`config.mk`:
```
export PLATFORM = sky130hd
export DESIGN_NAME = decode_ctrl_stage
export DESIGN_NICKNAME = d
export VERILOG_FILES = /design/src/rtl/decode_ctrl_stage.sv
export SDC_FILE = /design/constraint.sdc
export NUM_CORES = 1
export LEC_CHECK = 0
export BUFFER_PORTS_ARGS = -buffer_cell sky130_fd_sc_hd__buf_4
export CORE_MARGIN = 5
export CORE_UTILIZATION = 45
export CTS_CLUSTER_DIAMETER = 80
export DETAILED_ROUTE_END_ITERATION = 10
export HOLD_SLACK_MARGIN = 0.12
export MAX_ROUTING_LAYER = met4
export PLACE_DENSITY = 0.79
export SLEW_MARGIN = 25
export SYNTH_ARGS = -nofsm -noshare
export SYNTH_HDL_FRONTEND = slang
export SYNTH_SLANG_ARGS = --single-unit
export TNS_END_PERCENT = 10
```
`constraint.sdc`:
```
create_clock -name clk -period 1.9 [get_ports clk]
set_clock_uncertainty 0.05 [all_clocks]
set_input_delay 0.095 -clock clk [delete_from_list [all_inputs] [get_ports clk]]
set_output_delay 0.095 -clock clk [all_outputs]
set_load 0.02 [all_outputs]
```
`src/rtl/decode_ctrl_stage.sv`:
```
// Registered main-decode stage: D-stage decode into the E register, plus HI/LO busy tracking and interlock.
// Optional feature macro: DECODE_RI_EXC_EN (reserved-instruction flag on ri_e).
module decode_ctrl_stage #(
  parameter int unsigned MUL_CYCLES = 2,
  parameter int unsigned DIV_CYCLES = 36,
  parameter int unsigned CNT_W      = 6
) (
  input  logic        clk,
  input  logic        rst,
  input  logic [31:0] instr_d,
  input  logic        valid_d,
  input  logic        stall_in,
  input  logic        flush_e,
  output logic [10:0] ctrl_e,
  output logic [1:0]  hilo_we_e,
  output logic        valid_e,
  output logic        ri_e,
  output logic        hilo_busy,
  output logic        hilo_stall
);

`ifdef DECODE_RI_EXC_EN
  localparam logic RI_EN = 1'b1;
`else
  localparam logic RI_EN = 1'b0;
`endif

  localparam logic [5:0] OP_RTYPE  = 6'h00;
  localparam logic [5:0] OP_REGIMM = 6'h01;
  localparam logic [5:0] OP_J      = 6'h02;
  localparam logic [5:0] OP_JAL    = 6'h03;
  localparam logic [5:0] OP_BEQ    = 6'h04;
  localparam logic [5:0] OP_BNE    = 6'h05;
  localparam logic [5:0] OP_BLEZ   = 6'h06;
  localparam logic [5:0] OP_BGTZ   = 6'h07;
  localparam logic [5:0] OP_ADDI   = 6'h08;
  localparam logic [5:0] OP_ADDIU  = 6'h09;
  localparam logic [5:0] OP_SLTI   = 6'h0A;
  localparam logic [5:0] OP_SLTIU  = 6'h0B;
  localparam logic [5:0] OP_ANDI   = 6'h0C;
  localparam logic [5:0] OP_ORI    = 6'h0D;
  localparam logic [5:0] OP_XORI   = 6'h0E;
  localparam logic [5:0] OP_LUI    = 6'h0F;
  localparam logic [5:0] OP_LB     = 6'h20;
  localparam logic [5:0] OP_LH     = 6'h21;
  localparam logic [5:0] OP_LW     = 6'h23;
  localparam logic [5:0] OP_LBU    = 6'h24;
  localparam logic [5:0] OP_LHU    = 6'h25;
  localparam logic [5:0] OP_SB     = 6'h28;
  localparam logic [5:0] OP_SH     = 6'h29;
  localparam logic [5:0] OP_SW     = 6'h2B;

  localparam logic [5:0] FN_SLL     = 6'h00;
  localparam logic [5:0] FN_SRL     = 6'h02;
  localparam logic [5:0] FN_SRA     = 6'h03;
  localparam logic [5:0] FN_SLLV    = 6'h04;
  localparam logic [5:0] FN_SRLV    = 6'h06;
  localparam logic [5:0] FN_SRAV    = 6'h07;
  localparam logic [5:0] FN_JR      = 6'h08;
  localparam logic [5:0] FN_JALR    = 6'h09;
  localparam logic [5:0] FN_SYSCALL = 6'h0C;
  localparam logic [5:0] FN_BREAK   = 6'h0D;
  localparam logic [5:0] FN_MFHI    = 6'h10;
  localparam logic [5:0] FN_MTHI    = 6'h11;
  localparam logic [5:0] FN_MFLO    = 6'h12;
  localparam logic [5:0] FN_MTLO    = 6'h13;
  localparam logic [5:0] FN_MULT    = 6'h18;
  localparam logic [5:0] FN_MULTU   = 6'h19;
  localparam logic [5:0] FN_DIV     = 6'h1A;
  localparam logic [5:0] FN_DIVU    = 6'h1B;
  localparam logic [5:0] FN_ADD     = 6'h20;
  localparam logic [5:0] FN_ADDU    = 6'h21;
  localparam logic [5:0] FN_SUB     = 6'h22;
  localparam logic [5:0] FN_SUBU    = 6'h23;
  localparam logic [5:0] FN_AND     = 6'h24;
  localparam logic [5:0] FN_OR      = 6'h25;
  localparam logic [5:0] FN_XOR     = 6'h26;
  localparam logic [5:0] FN_NOR     = 6'h27;
  localparam logic [5:0] FN_SLT     = 6'h2A;
  localparam logic [5:0] FN_SLTU    = 6'h2B;

  localparam logic [4:0] RT_BLTZ   = 5'h00;
  localparam logic [4:0] RT_BGEZ   = 5'h01;
  localparam logic [4:0] RT_BLTZAL = 5'h10;
  localparam logic [4:0] RT_BGEZAL = 5'h11;

  localparam logic [10:0] C_RTYPE  = 11'h600;
  localparam logic [10:0] C_JALR   = 11'h604;
  localparam logic [10:0] C_JR     = 11'h014;
  localparam logic [10:0] C_LOAD   = 11'h560;
  localparam logic [10:0] C_STORE  = 11'h141;
  localparam logic [10:0] C_BRANCH = 11'h080;
  localparam logic [10:0] C_BAL    = 11'h482;
  localparam logic [10:0] C_IMM    = 11'h500;
  localparam logic [10:0] C_J      = 11'h010;
  localparam logic [10:0] C_JAL    = 11'h408;

  localparam logic [CNT_W-1:0] CNT_ZERO = '0;
  localparam logic [CNT_W-1:0] CNT_ONE  = CNT_W'(1);
  localparam logic [CNT_W-1:0] CNT_MUL  = CNT_W'(MUL_CYCLES);
  localparam logic [CNT_W-1:0] CNT_DIV  = CNT_W'(DIV_CYCLES);

  logic [5:0]       op_s;
  logic [5:0]       funct_s;
  logic [4:0]       rt_s;
  logic             unused_ok_s;

  logic [10:0]      dec_ctrl_s;
  logic [1:0]       dec_hilo_s;
  logic             dec_ri_s;
  logic             dec_hilo_op_s;
  logic             dec_mul_s;
  logic             dec_div_s;

  logic [10:0]      fin_ctrl_s;
  logic [1:0]       fin_hilo_s;
  logic             fin_ri_s;
  logic             hilo_stall_s;
  logic             capture_s;

  logic [10:0]      ctrl_r;
  logic [1:0]       hilo_we_r;
  logic             valid_r;
  logic             ri_r;
  logic [CNT_W-1:0] cnt_r;

  assign op_s        = instr_d[31:26];
  assign rt_s        = instr_d[20:16];
  assign funct_s     = instr_d[5:0];
  assign unused_ok_s = &{1'b0, instr_d[25:21], instr_d[15:6]};

  // Main decoder: opcode/funct/rt to control vector, HI/LO enables and reserved flag
  always_comb begin
    dec_ctrl_s    = 11'h000;
    dec_hilo_s    = 2'b00;
    dec_ri_s      = 1'b0;
    dec_hilo_op_s = 1'b0;
    dec_mul_s     = 1'b0;
    dec_div_s     = 1'b0;
    case (op_s)
      OP_RTYPE: begin
        dec_ctrl_s = C_RTYPE;
        case (funct_s)
          FN_MTHI: begin
            dec_hilo_s    = 2'b10;
            dec_hilo_op_s = 1'b1;
          end
          FN_MTLO: begin
            dec_hilo_s    = 2'b01;
            dec_hilo_op_s = 1'b1;
          end
          FN_MFHI, FN_MFLO: begin
            dec_hilo_op_s = 1'b1;
          end
          FN_MULT, FN_MULTU: begin
            dec_hilo_s    = 2'b11;
            dec_hilo_op_s = 1'b1;
            dec_mul_s     = 1'b1;
          end
          FN_DIV, FN_DIVU: begin
            dec_hilo_s    = 2'b11;
            dec_hilo_op_s = 1'b1;
            dec_div_s     = 1'b1;
          end
          FN_JALR: dec_ctrl_s = C_JALR;
          FN_JR:   dec_ctrl_s = C_JR;
          FN_SLL, FN_SRL, FN_SRA, FN_SLLV, FN_SRLV, FN_SRAV,
          FN_SYSCALL, FN_BREAK,
          FN_ADD, FN_ADDU, FN_SUB, FN_SUBU,
          FN_AND, FN_OR, FN_XOR, FN_NOR, FN_SLT, FN_SLTU: begin
            dec_ctrl_s = C_RTYPE;
          end
          default: dec_ri_s = 1'b1;
        endcase
      end
      OP_REGIMM: begin
        case (rt_s)
          RT_BLTZ, RT_BGEZ:     dec_ctrl_s = C_BRANCH;
          RT_BLTZAL, RT_BGEZAL: dec_ctrl_s = C_BAL;
          default:              dec_ri_s   = 1'b1;
        endcase
      end
      OP_LW, OP_LB, OP_LBU, OP_LH, OP_LHU: dec_ctrl_s = C_LOAD;
      OP_SW, OP_SB, OP_SH:                 dec_ctrl_s = C_STORE;
      OP_BEQ, OP_BNE, OP_BGTZ, OP_BLEZ:    dec_ctrl_s = C_BRANCH;
      OP_ADDI, OP_ADDIU, OP_ANDI, OP_ORI, OP_XORI,
      OP_LUI, OP_SLTI, OP_SLTIU:           dec_ctrl_s = C_IMM;
      OP_J:                                dec_ctrl_s = C_J;
      OP_JAL:                              dec_ctrl_s = C_JAL;
      default:                             dec_ri_s   = 1'b1;
    endcase
  end

  // Reserved-instruction gating and capture qualification; an invalid D slot captures as zeros
  always_comb begin
    fin_ctrl_s = 11'h000;
    fin_hilo_s = 2'b00;
    fin_ri_s   = 1'b0;
    if (valid_d) begin
      fin_ri_s = RI_EN & dec_ri_s;
      if (fin_ri_s) begin
        fin_ctrl_s = 11'h000;
        fin_hilo_s = 2'b00;
      end else begin
        fin_ctrl_s = dec_ctrl_s;
        fin_hilo_s = dec_hilo_s;
      end
    end else begin
      fin_ri_s = 1'b0;
    end
  end

  // Interlock is released combinationally by reset so a cleared counter never blocks D
  assign hilo_stall_s = rst & valid_d & dec_hilo_op_s & (cnt_r != CNT_ZERO);
  assign capture_s    = ~flush_e & ~stall_in & ~hilo_stall_s;

  // E-stage register with flush > stall > interlock bubble > capture priority
  always_ff @(posedge clk) begin
    if (!rst) begin
      ctrl_r    <= 11'h000;
      hilo_we_r <= 2'b00;
      valid_r   <= 1'b0;
      ri_r      <= 1'b0;
    end else if (flush_e || (!stall_in && hilo_stall_s)) begin
      ctrl_r    <= 11'h000;
      hilo_we_r <= 2'b00;
      valid_r   <= 1'b0;
      ri_r      <= 1'b0;
    end else if (stall_in) begin
      ctrl_r    <= ctrl_r;
      hilo_we_r <= hilo_we_r;
      valid_r   <= valid_r;
      ri_r      <= ri_r;
    end else begin
      ctrl_r    <= fin_ctrl_s;
      hilo_we_r <= fin_hilo_s;
      valid_r   <= valid_d;
      ri_r      <= fin_ri_s;
    end
  end

  // HI/LO busy counter: loads only when a MULT/DIV actually enters E, otherwise saturating decrement
  always_ff @(posedge clk) begin
    if (!rst) begin
      cnt_r <= CNT_ZERO;
    end else if (capture_s && valid_d && !fin_ri_s && dec_mul_s) begin
      cnt_r <= CNT_MUL;
    end else if (capture_s && valid_d && !fin_ri_s && dec_div_s) begin
      cnt_r <= CNT_DIV;
    end else if (cnt_r != CNT_ZERO) begin
      cnt_r <= cnt_r - CNT_ONE;
    end else begin
      cnt_r <= CNT_ZERO;
    end
  end

  assign ctrl_e     = ctrl_r;
  assign hilo_we_e  = hilo_we_r;
  assign valid_e    = valid_r;
  assign ri_e       = ri_r;
  assign hilo_busy  = (cnt_r != CNT_ZERO);
  assign hilo_stall = hilo_stall_s;

endmodule

```
==> summary.md, run 1 <==
| Metric | Value |
|---|---|
| PD cells | 805 nW/um2 |
| CTS sink count | 20 |
| P&R area growth vs syn | 49.6% |
| CP required | 2.09 ns |
| Largest net degree at the start of global routing | 19 |
| Final Critical Period | 1.84 ns |
| WP depth | 6 |
| Post-Syn Area | 1100 um2 |
| Total Power | 1320 uW |
| Most instantiated library cell after synthesis | dfxtp_1 |
| DR top layer | met4 |
| Crit-path max FO | 3 |
| Layout cells sized above 1 | 34.8% |
| Initial antenna violation count | 0 |
| Fin worst setup slack | 0.0644 ns |
| Max-slew violation count | 0 |
| DR WL met3 | 159 um |
| Final-report setup violation count | 0 |
| Final Cycle Share | 96.6% |
| Antenna Cells | 0 |
| Top_reg_cell synth | dfxtp_1 |
| CP Buf/Inv Count | 3 |
| Critical path origin | instr_d[19] |
| Top delay family on crit path | buffers and inverters |
| Dpl hpwl | 2.13 mm |
| WP data arrival | 2.02 ns |
| Crit path launch type | input pin |
| Logic gate share of total power | 43.1% |
| Fillers | 187 |
| Max Root-Sink Buffers | 2 |
| Slowest-stage cell, CP | dlygate4sd3_1 |
| Gr usage total | 17.9% |
| Clk_lat worst skew | 0.30 ns |
| GR Overflow Total | 0 |
| Critical Path, Cell by Cell | dlygate4sd3_1, buf_4, nor4_1, dlygate4sd3_1, nand4_1, a21oi_1 |
| Synth Warn # | 0 |
| Max IR drop VDD | 0.683 mV |
| Reg clk slew, reported paths | 0.11 ns |
| Flop pwr share | 38.3% |
| Vias in the first global route | 1120 |
| Routed len/inst | 14.4 um |
| Syn Area/Cell | 8.73 um2 |
| Yosys top cell area share | 36.4% |
| Ys async rst share | 0% |
| Crit Reg-Reg Endpoint | ctrl_e[1] |
| Via count | 1161 |
| Setup slack, reg-to-reg | 0.17 ns |
| Distinct cell type count after synthesis | 50 |
| Vias/cell | 5.50 |
| NetSw | 441 uW |
| Sw frac | 33.3% |
| DRC violations left | 0 |
| MaxCap Viol Count | 0 |
| Hold WC Path Type | in -> reg |
| Post-Place Setup Slack | 0.175 ns |
| CTS tree | done |
| Metal2 WL | 1.61 mm |
| Most used cell, CP | dlygate4sd3_1 |
| Fmax | 545 MHz |
| Global-route wire length before repair | 4.76 mm |
| Synthesized flop and latch total | 20 |
| Final WL | 3.05 mm |
| Total CTS buffers | 3 |
| Final antenna-violating net count | 0 |
| Setup CP Type | in -> reg |
| Crit path to | ctrl_e[1] |
| Synth Instances | 126 |
| Run status | finished, final reports clean |
| RR Startpoint | cnt_r[0] |
| Top post-synthesis cells by count | 20 x dfxtp_1, 12 x a21oi_1, 12 x nor2_1 |
| Routability Congestion | 0.868 |
| Largest stage delay, worst path | 0.63 ns |
| Row Count | 18 |
| CTS H-tree depth | 1 |
| Sequential fraction of the synthesis area | 36.4% |
| Initial DRC Count | 24 |
| Syn Nets | 164 |
| Root Driver | clkbuf_4 |
| Hold Violations, Final | 0 |
| Layout Nets | 220 |
| Initial Util | 45.6% |
| Core area | 2410 um2 |
| Area of the die | 3530 um2 |
| Die width | 59.4 um |
| P_leak | 0.000698 uW |
| Largest cells by area after synthesis | dfxtp_1 36%, a21oi_1 5.5%, nor2_1 4.1% |
| First-pass DRT Iterations | 4 |
| P_int | 883 uW |
| Vert. Die Dim | 59.4 um |
| # port buffers | 36 |
| Critical Path Sink Type | flop |
| Synth area leader | dfxtp_1 |
| WL met1 | 1.25 mm |
| EDFF count, synth | 0 |
| R2R depth | 8 |
| Smallest hold slack | 0.124 ns |
| # IOs | 54 |
| Clk pwr share | 18.6% |
[logic make-up after synthesis]
kind of cell	synth area share, %
and+or+nand+nor	31.2
AOI/OAI and AO/OA	21.4
DFF	36.4
buffers and inverters	6.03
xor gates and xnor gates	1.59
muxes	1.93
adders and majority gates	1.14
other	0.341
[worst min path at each step]
stage,start,endpoint,depth (start not counted)
finish,instr_d[27],ctrl_e[3],3
floorplan,rst,cnt_r[5],1
detailed placement,valid_d,valid_e,3
global placement,valid_d,valid_e,3
CTS,instr_d[27],ctrl_e[3],3
global route,instr_d[27],ctrl_e[3],3
[layer usage]
layer	vias up	track usage, %
li1	574	-
met1	552	20.2
met2	31	32.1
met3	4	2.83
met4	0	4.85
met5	-	-
[flip-flops by register name, summed over array words and instances (netlist names)]
register   flops
ctrl_e        11
cnt_r          6
hilo_we_e      2
valid_e        1
[through the flow]
step | utilization [%] | std cells | cell area, um2 | setup TNS, ns
after floorplan | - | 126 | 1100 | 0
after global placement | 58.0 | 190 | 1400 | 0
after detailed placement | 58.0 | 190 | 1400 | 0
after CTS | 66.3 | 209 | 1600 | 0
after global routing | 68.3 | 211 | 1650 | -0.00498
final | 68.3 | 211 | 1650 | 0
[worst reg2reg max path: stages, from the launching register on]
cell	delay [ns]
dfxtp_2	0.34
inv_1	0.05
ha_2	0.17
nor3b_1	0.18
buf_4	0.17
nand2_1	0.08
a311o_1	0.32
buf_4	0.18
a21oi_1	0.11
[what timing repair did]
action / in CTS / in global routing
pin swaps: 0 / 2
gates resized for setup: 3 / 7
hold buffers: 15 / 0
endpoints found under the setup margin: 1 / 6
hold endpoints to repair: 15 / 0
buffers inserted: 0 / 2
[placed cells by master (no fill, tap or decap), types with 2 or more instances in the layout]
cell type / n
buf_4: 42
dfxtp_1: 19
dlygate4sd3_1: 15
nor2_1: 12
nand2_1: 11
a21oi_1: 11
inv_1: 5
a22oi_1: 5
a21o_1: 4
nand2b_1: 3
nand3_1: 3
clkbuf_4: 3
or3b_1: 2
nor3_1: 2
nor4_2: 2
or4_1: 2
xnor2_1: 2
[final cells by class]
type / instances / area [um2] / area share, %
multi-input cells: 94 / 674 / 41.0
inverters: 5 / 18.8 / 1.14
well taps: 30 / 37.5 / 2.28
clock buffers: 4 / 36.3 / 2.21
repair buffers: 58 / 477 / 29.0
flip-flops and latches: 20 / 402 / 24.4
[power by group through the flow]
stage / clock, uW / combinational, uW / sequential (uW)
floorplan: 0 / 314 / 509
global placement: 0 / 490 / 512
detailed placement: 0 / 504 / 514
CTS: 252 / 548 / 507
global route: 271 / 626 / 512
finish: 247 / 570 / 507
No activity file was read; power rests on OpenSTA's default activity.
==> run 2: changes to the inputs <==
Settings changed: ABC_AREA set to 1, CORE_UTILIZATION 45 to 48, CTS_BUF_LIST set to sky130_fd_sc_hd__clkbuf_2, PLACE_DENSITY 0.79 to 0.82.
==> summary.md, run 2 <==
| Metric | Value |
|---|---|
| Largest cells by area after synthesis | dfxtp_1 35%, nand2_1 12%, nor2_1 11% |
| Area of the die | 3490 um2 |
| Synth Warn # | 0 |
| Synth Instances | 182 |
| Slowest-stage cell, CP | dlygate4sd3_1 |
| Fillers | 179 |
| EDFF count, synth | 0 |
| Die width | 59.1 um |
| Sequential fraction of the synthesis area | 34.6% |
| Setup CP Type | in -> reg |
| Run status | finished, final reports clean |
| Initial DRC Count | 59 |
| Largest stage delay, worst path | 0.59 ns |
| P&R area growth vs syn | 41.8% |
| WP depth | 7 |
| DRC violations left | 0 |
| Distinct cell type count after synthesis | 26 |
| Logic gate share of total power | 41.5% |
| Largest register FFs | 11 |
| Post-route insts no fill | 261 |
| Syn Area/Cell | 6.36 um2 |
| Crit path launch type | input pin |
| Total CTS buffers | 3 |
| Global-route wire length before repair | 5.42 mm |
| Vert. Die Dim | 59.1 um |
| Fmax | 548 MHz |
| Gr usage total | 20.4% |
| Hold Violations, Final | 0 |
| Synth area leader | dfxtp_1 |
| Final antenna-violating net count | 0 |
| R2R depth | 8 |
| Via count | 1302 |
| # IOs | 54 |
| # port buffers | 36 |
| Max-slew violation count | 0 |
| Post-CTS Setup Bufs | 0 |
| Layout cells sized above 1 | 24.5% |
| Vias/cell | 4.99 |
| Clk_lat worst skew | 0.31 ns |
| Top post-synthesis cells by count | 36 x nand2_1, 35 x nor2_1, 30 x inv_1 |
| Final-report setup violation count | 0 |
| GR Overflow Total | 0 |
| Flop pwr share | 36.9% |
| CTS sink count | 20 |
| Critical Path Sink Type | flop |
| Max Root-Sink Buffers | 2 |
| P_leak | 0.000789 uW |
| NetSw | 523 uW |
| Synthesized flop and latch total | 20 |
| Final setup TNS | 0 ns |
| Syn Nets | 220 |
| Final Critical Period | 1.82 ns |
| Vias in the first global route | 1301 |
| Most frequent cells in the layout | 36 x nand2_1, 36 x buf_4, 33 x nor2_1, 29 x inv_1, 19 x dfxtp_1 |
| Clk pwr share | 21.5% |
| Routed len/inst | 11.8 um |
| Routability Congestion | 0.928 |
| Final WL | 3.09 mm |
| Hold WC Path Type | in -> reg |
| Yosys top cell area share | 34.6% |
| Root Driver | clkbuf_2 |
| Antenna Cells | 0 |
| Post-Syn Area | 1160 um2 |
| MaxCap Viol Count | 0 |
| Initial Util | 51.3% |
| Ys async rst share | 0% |
| Largest net degree at the start of global routing | 15 |
| Placed Cells incl. Taps | 243 |
| Most used cell, CP | dlygate4sd3_1 |
| WP data arrival | 1.99 ns |
| Top_reg_cell synth | dfxtp_1 |
| CTS H-tree depth | 1 |
| Hold Crit Depth | 5 |
| Final Cycle Share | 96.0% |
| Initial antenna violation count | 0 |
| Top delay family on crit path | buffers and inverters |
| CP required | 2.06 ns |
| Core area | 2250 um2 |
| Dpl hpwl | 2.19 mm |
| Max IR drop VDD | 0.670 mV |
| Reg clk slew, reported paths | 0.18 ns |
| P_int | 917 uW |
| Most instantiated library cell after synthesis | nand2_1 |
| CP Buf/Inv Count | 4 |
| First-pass DRT Iterations | 4 |
| Crit-path max FO | 7 |
| Sw frac | 36.3% |
| Row Count | 17 |
| Layout Nets | 272 |
| PD cells | 877 nW/um2 |
| CTS tree | done |
| Total Power | 1440 uW |
| Critical Path, Cell by Cell | dlygate4sd3_1, buf_4, nand2_1, inv_1, nand4_1, dlygate4sd3_1, a21oi_1 |
run 2: cell count changes after synthesis, sizes merged, moves of 6 or more:
| cell | change |
|---|---|
| nor2 | +26 |
| nand4 | +6 |
| nand2 | +27 |
| inv | +26 |
| nand3 | +8 |
run 2: kinds of logic after synthesis:
family	synth area share [%]
simple gates	38.6
fa+ha+maj	1.08
flops	34.6
buf+inv	12.0
compound gates	13.4
other cells	0.324
run 2: routing by layer:
| layer | GRT usage [%] | up-vias | part of all wire (%) |
|---|---|---|---|
| li1 | - | 676 | - |
| met1 | 22.7 | 575 | 40 |
| met2 | 37.4 | 44 | 54 |
| met3 | 0.871 | 7 | 4.5 |
| met4 | 8.74 | 0 | 2.2 |
| met5 | - | - | 0 |
run 2: final cells by class:
type / count / area, um2 / area share [%]
Sequential cell: 20 / 402 / 24.5
Multi-Input combinational cell: 128 / 633 / 38.6
Tap cell: 28 / 35.0 / 2.13
Clock buffer: 3 / 15.0 / 0.915
Inverter: 31 / 116 / 7.09
Timing Repair Buffer: 50 / 410 / 25.0
Clock inverter: 1 / 30.0 / 1.83
run 2: timing repair:
item | CTS | global route
gates resized for setup | 0 | 6
hold buffers | 14 | 0
endpoints found under the hold margin | 18 | 0
setup endpoints to repair | 0 | 3
run 2: worst register-to-register path: stages, from the launching register on:
cell,delay (ns)
dfxtp_2,0.36
inv_1,0.06
ha_1,0.24
nand3_2,0.12
nand2_2,0.09
inv_2,0.08
nand2_4,0.07
o21ai_4,0.35
nor2_1,0.11
run 2: per-stage QoR:
stage	utilization, %	hold slack, ns	instance area (um2)	setup slack (ns)
3_3_place_gp	63.9	0.322	1440	0.342
6_report	72.8	0.142	1640	0.0760
4_1_cts	72.1	0.128	1630	0.0273
3_5_place_dp	63.9	0.324	1440	0.290
2_1_floorplan	-	0.177	1160	0.404
5_1_grt	72.8	0.128	1640	-0.00264
run 2: final timing paths:
path,from,endpoint,slack [ns]
max,valid_d,ctrl_e[6],0.08
min,instr_d[29],ctrl_e[8],0.14
max reg2reg,cnt_r[0],hilo_we_e[1],0.28
min reg2reg,cnt_r[0],cnt_r[0],0.36
run 2: power by group through the flow:
stage	clock network (uW)	registers, uW	logic (uW)
final	310	532	598
after global routing	337	543	686
after CTS	316	529	588
after detailed placement	0	539	567
after floorplan	0	529	424
after global placement	0	533	544
==> run 3: changes to the inputs <==
Settings changed: CORE_ASPECT_RATIO set to 0.6.
==> summary.md, run 3 (same netlist as run 2, synthesis figures left out) <==
| Metric | Value |
|---|---|
| Post-CTS Setup Bufs | 0 |
| Final setup TNS | 0 ns |
| Largest net degree at the start of global routing | 16 |
| Most frequent cells in the layout | 36 x nand2_1, 36 x buf_4, 34 x nor2_1, 30 x inv_1, 20 x dfxtp_1 |
| Crit-path max FO | 4 |
| Final Critical Period | 1.80 ns |
| Vert. Die Dim | 48.0 um |
| Post-route insts no fill | 262 |
| CP Buf/Inv Count | 3 |
| Hold Violations, Final | 0 |
| Via count | 1351 |
| Max-slew violation count | 0 |
| Reg clk slew, reported paths | 0.20 ns |
| Setup CP Type | in -> reg |
| Clk_lat worst skew | 0.33 ns |
| Total Power | 1330 uW |
| Smallest hold slack | 0.147 ns |
| CTS H-tree depth | 1 |
| DRC violations left | 0 |
| Crit path launch type | input pin |
| Initial DRC Count | 113 |
| Fmax | 557 MHz |
| Critical Path Sink Type | flop |
| P&R area growth vs syn | 38.2% |
| Global-route wire length before repair | 5.75 mm |
| Run status | finished, final reports clean |
| Slowest-stage cell, CP | dlygate4sd3_1 |
| CTS sink count | 20 |
| Top delay family on crit path | buffers and inverters |
| Placed cell area | 1440 um2 |
| Row Count | 13 |
| Max Root-Sink Buffers | 2 |
| Critical Path, Cell by Cell | dlygate4sd3_1, buf_4, nor2_2, nand2_1, nor2_1, nand4_1, dlygate4sd3_1, a21oi_2 |
| Largest register FFs | 11 |
| Area of the die | 3530 um2 |
| Root Driver | clkbuf_2 |
| P_leak | 0.000772 uW |
| PD cells | 829 nW/um2 |
| Gr busiest metal | met2 |
| RSZ-0062 raised after global routing | false |
| # port buffers | 36 |
| Die width | 73.4 um |
| Layout Nets | 271 |
| Initial Util | 51.9% |
| Vias/cell | 5.16 |
| # IOs | 54 |
| WP data arrival | 2.04 ns |
| Gr usage total | 22.9% |
| Final Cycle Share | 94.5% |
| Final antenna-violating net count | 0 |
| CP required | 2.14 ns |
| Hold WC Path Type | in -> reg |
| Layout cells sized above 1 | 22.8% |
| First-pass DRT Iterations | 4 |
| Initial antenna violation count | 0 |
| GR Overflow Total | 0 |
| Routed len/inst | 13.3 um |
| Final-report setup violation count | 0 |
| Core area | 2230 um2 |
| Final WL | 3.49 mm |
| Placed Cells incl. Taps | 245 |
| GR Util met1 | 26.1% |
| M3 GR Usage | 6.08% |
| Max IR drop VDD | 0.522 mV |
| Vias in the first global route | 1280 |
| GR Util met2 | 41.4% |
| Antenna Cells | 0 |
| Total CTS buffers | 3 |
| Fillers | 177 |
| Most used cell, CP | dlygate4sd3_1 |
| MaxCap Viol Count | 0 |
| CTS tree | done |
| Largest stage delay, worst path | 0.58 ns |
| Routability Congestion | 0.903 |
| Final instance area | 1600 um2 |
| Dpl hpwl | 2.64 mm |
-- run 3: final timing paths --
check	cells past startpoint	to	slack, ns	from
min reg2reg	1	cnt_r[0]	0.39	cnt_r[0]
max	8	ctrl_e[4]	0.10	instr_d[30]
max reg2reg	8	hilo_we_e[0]	0.22	cnt_r[0]
min	4	ctrl_e[5]	0.15	instr_d[27]
-- run 3: metrics by stage --
step	utilization [%]	worst slack, ns
3_3_place_gp	64.7	0.310
5_1_grt	71.8	0.00340
2_1_floorplan	-	0.404
4_1_cts	71.4	0.0755
6_report	71.8	0.105
3_5_place_dp	64.7	0.239
-- run 3: final cells by class --
class	instances	area [um2]	share of cell area (%)
Clock inverter	1	3.75	0.235
Timing Repair Buffer	49	400	25.0
Multi-Input combinational cell	128	626	39.1
Clock buffer	3	15.0	0.939
Sequential cell	20	400	25.0
Inverter	31	116	7.28
Tap cell	30	37.5	2.35
-- run 3: where the power goes --
group	switching, uW	internal, uW
clock	134	45.7
sequential	50.9	481
combinational	361	254
total	546	781
-- run 3: metal layers --
layer | part of all wire [%] | wire (um)
met5 | 0 | 0
met4 | 1.5 | 53
met3 | 10 | 354
met2 | 47 | 1640
met1 | 41 | 1440
-- run 3: repair_timing --
action,in CTS,in global routing
hold buffers,13,0
hold endpoints to repair,17,0
endpoints found under the setup margin,0,1
resized for setup,0,2
-- run 3: worst register-to-register path: cells and delay by family (launching register included) --
| kind | cells | cell delay, ns |
|---|---|---|
| buf+inv | 2 | 0.15 |
| simple gates | 4 | 0.41 |
| flops | 1 | 0.37 |
| compound gates | 1 | 0.36 |
| fa+ha+maj | 1 | 0.24 |
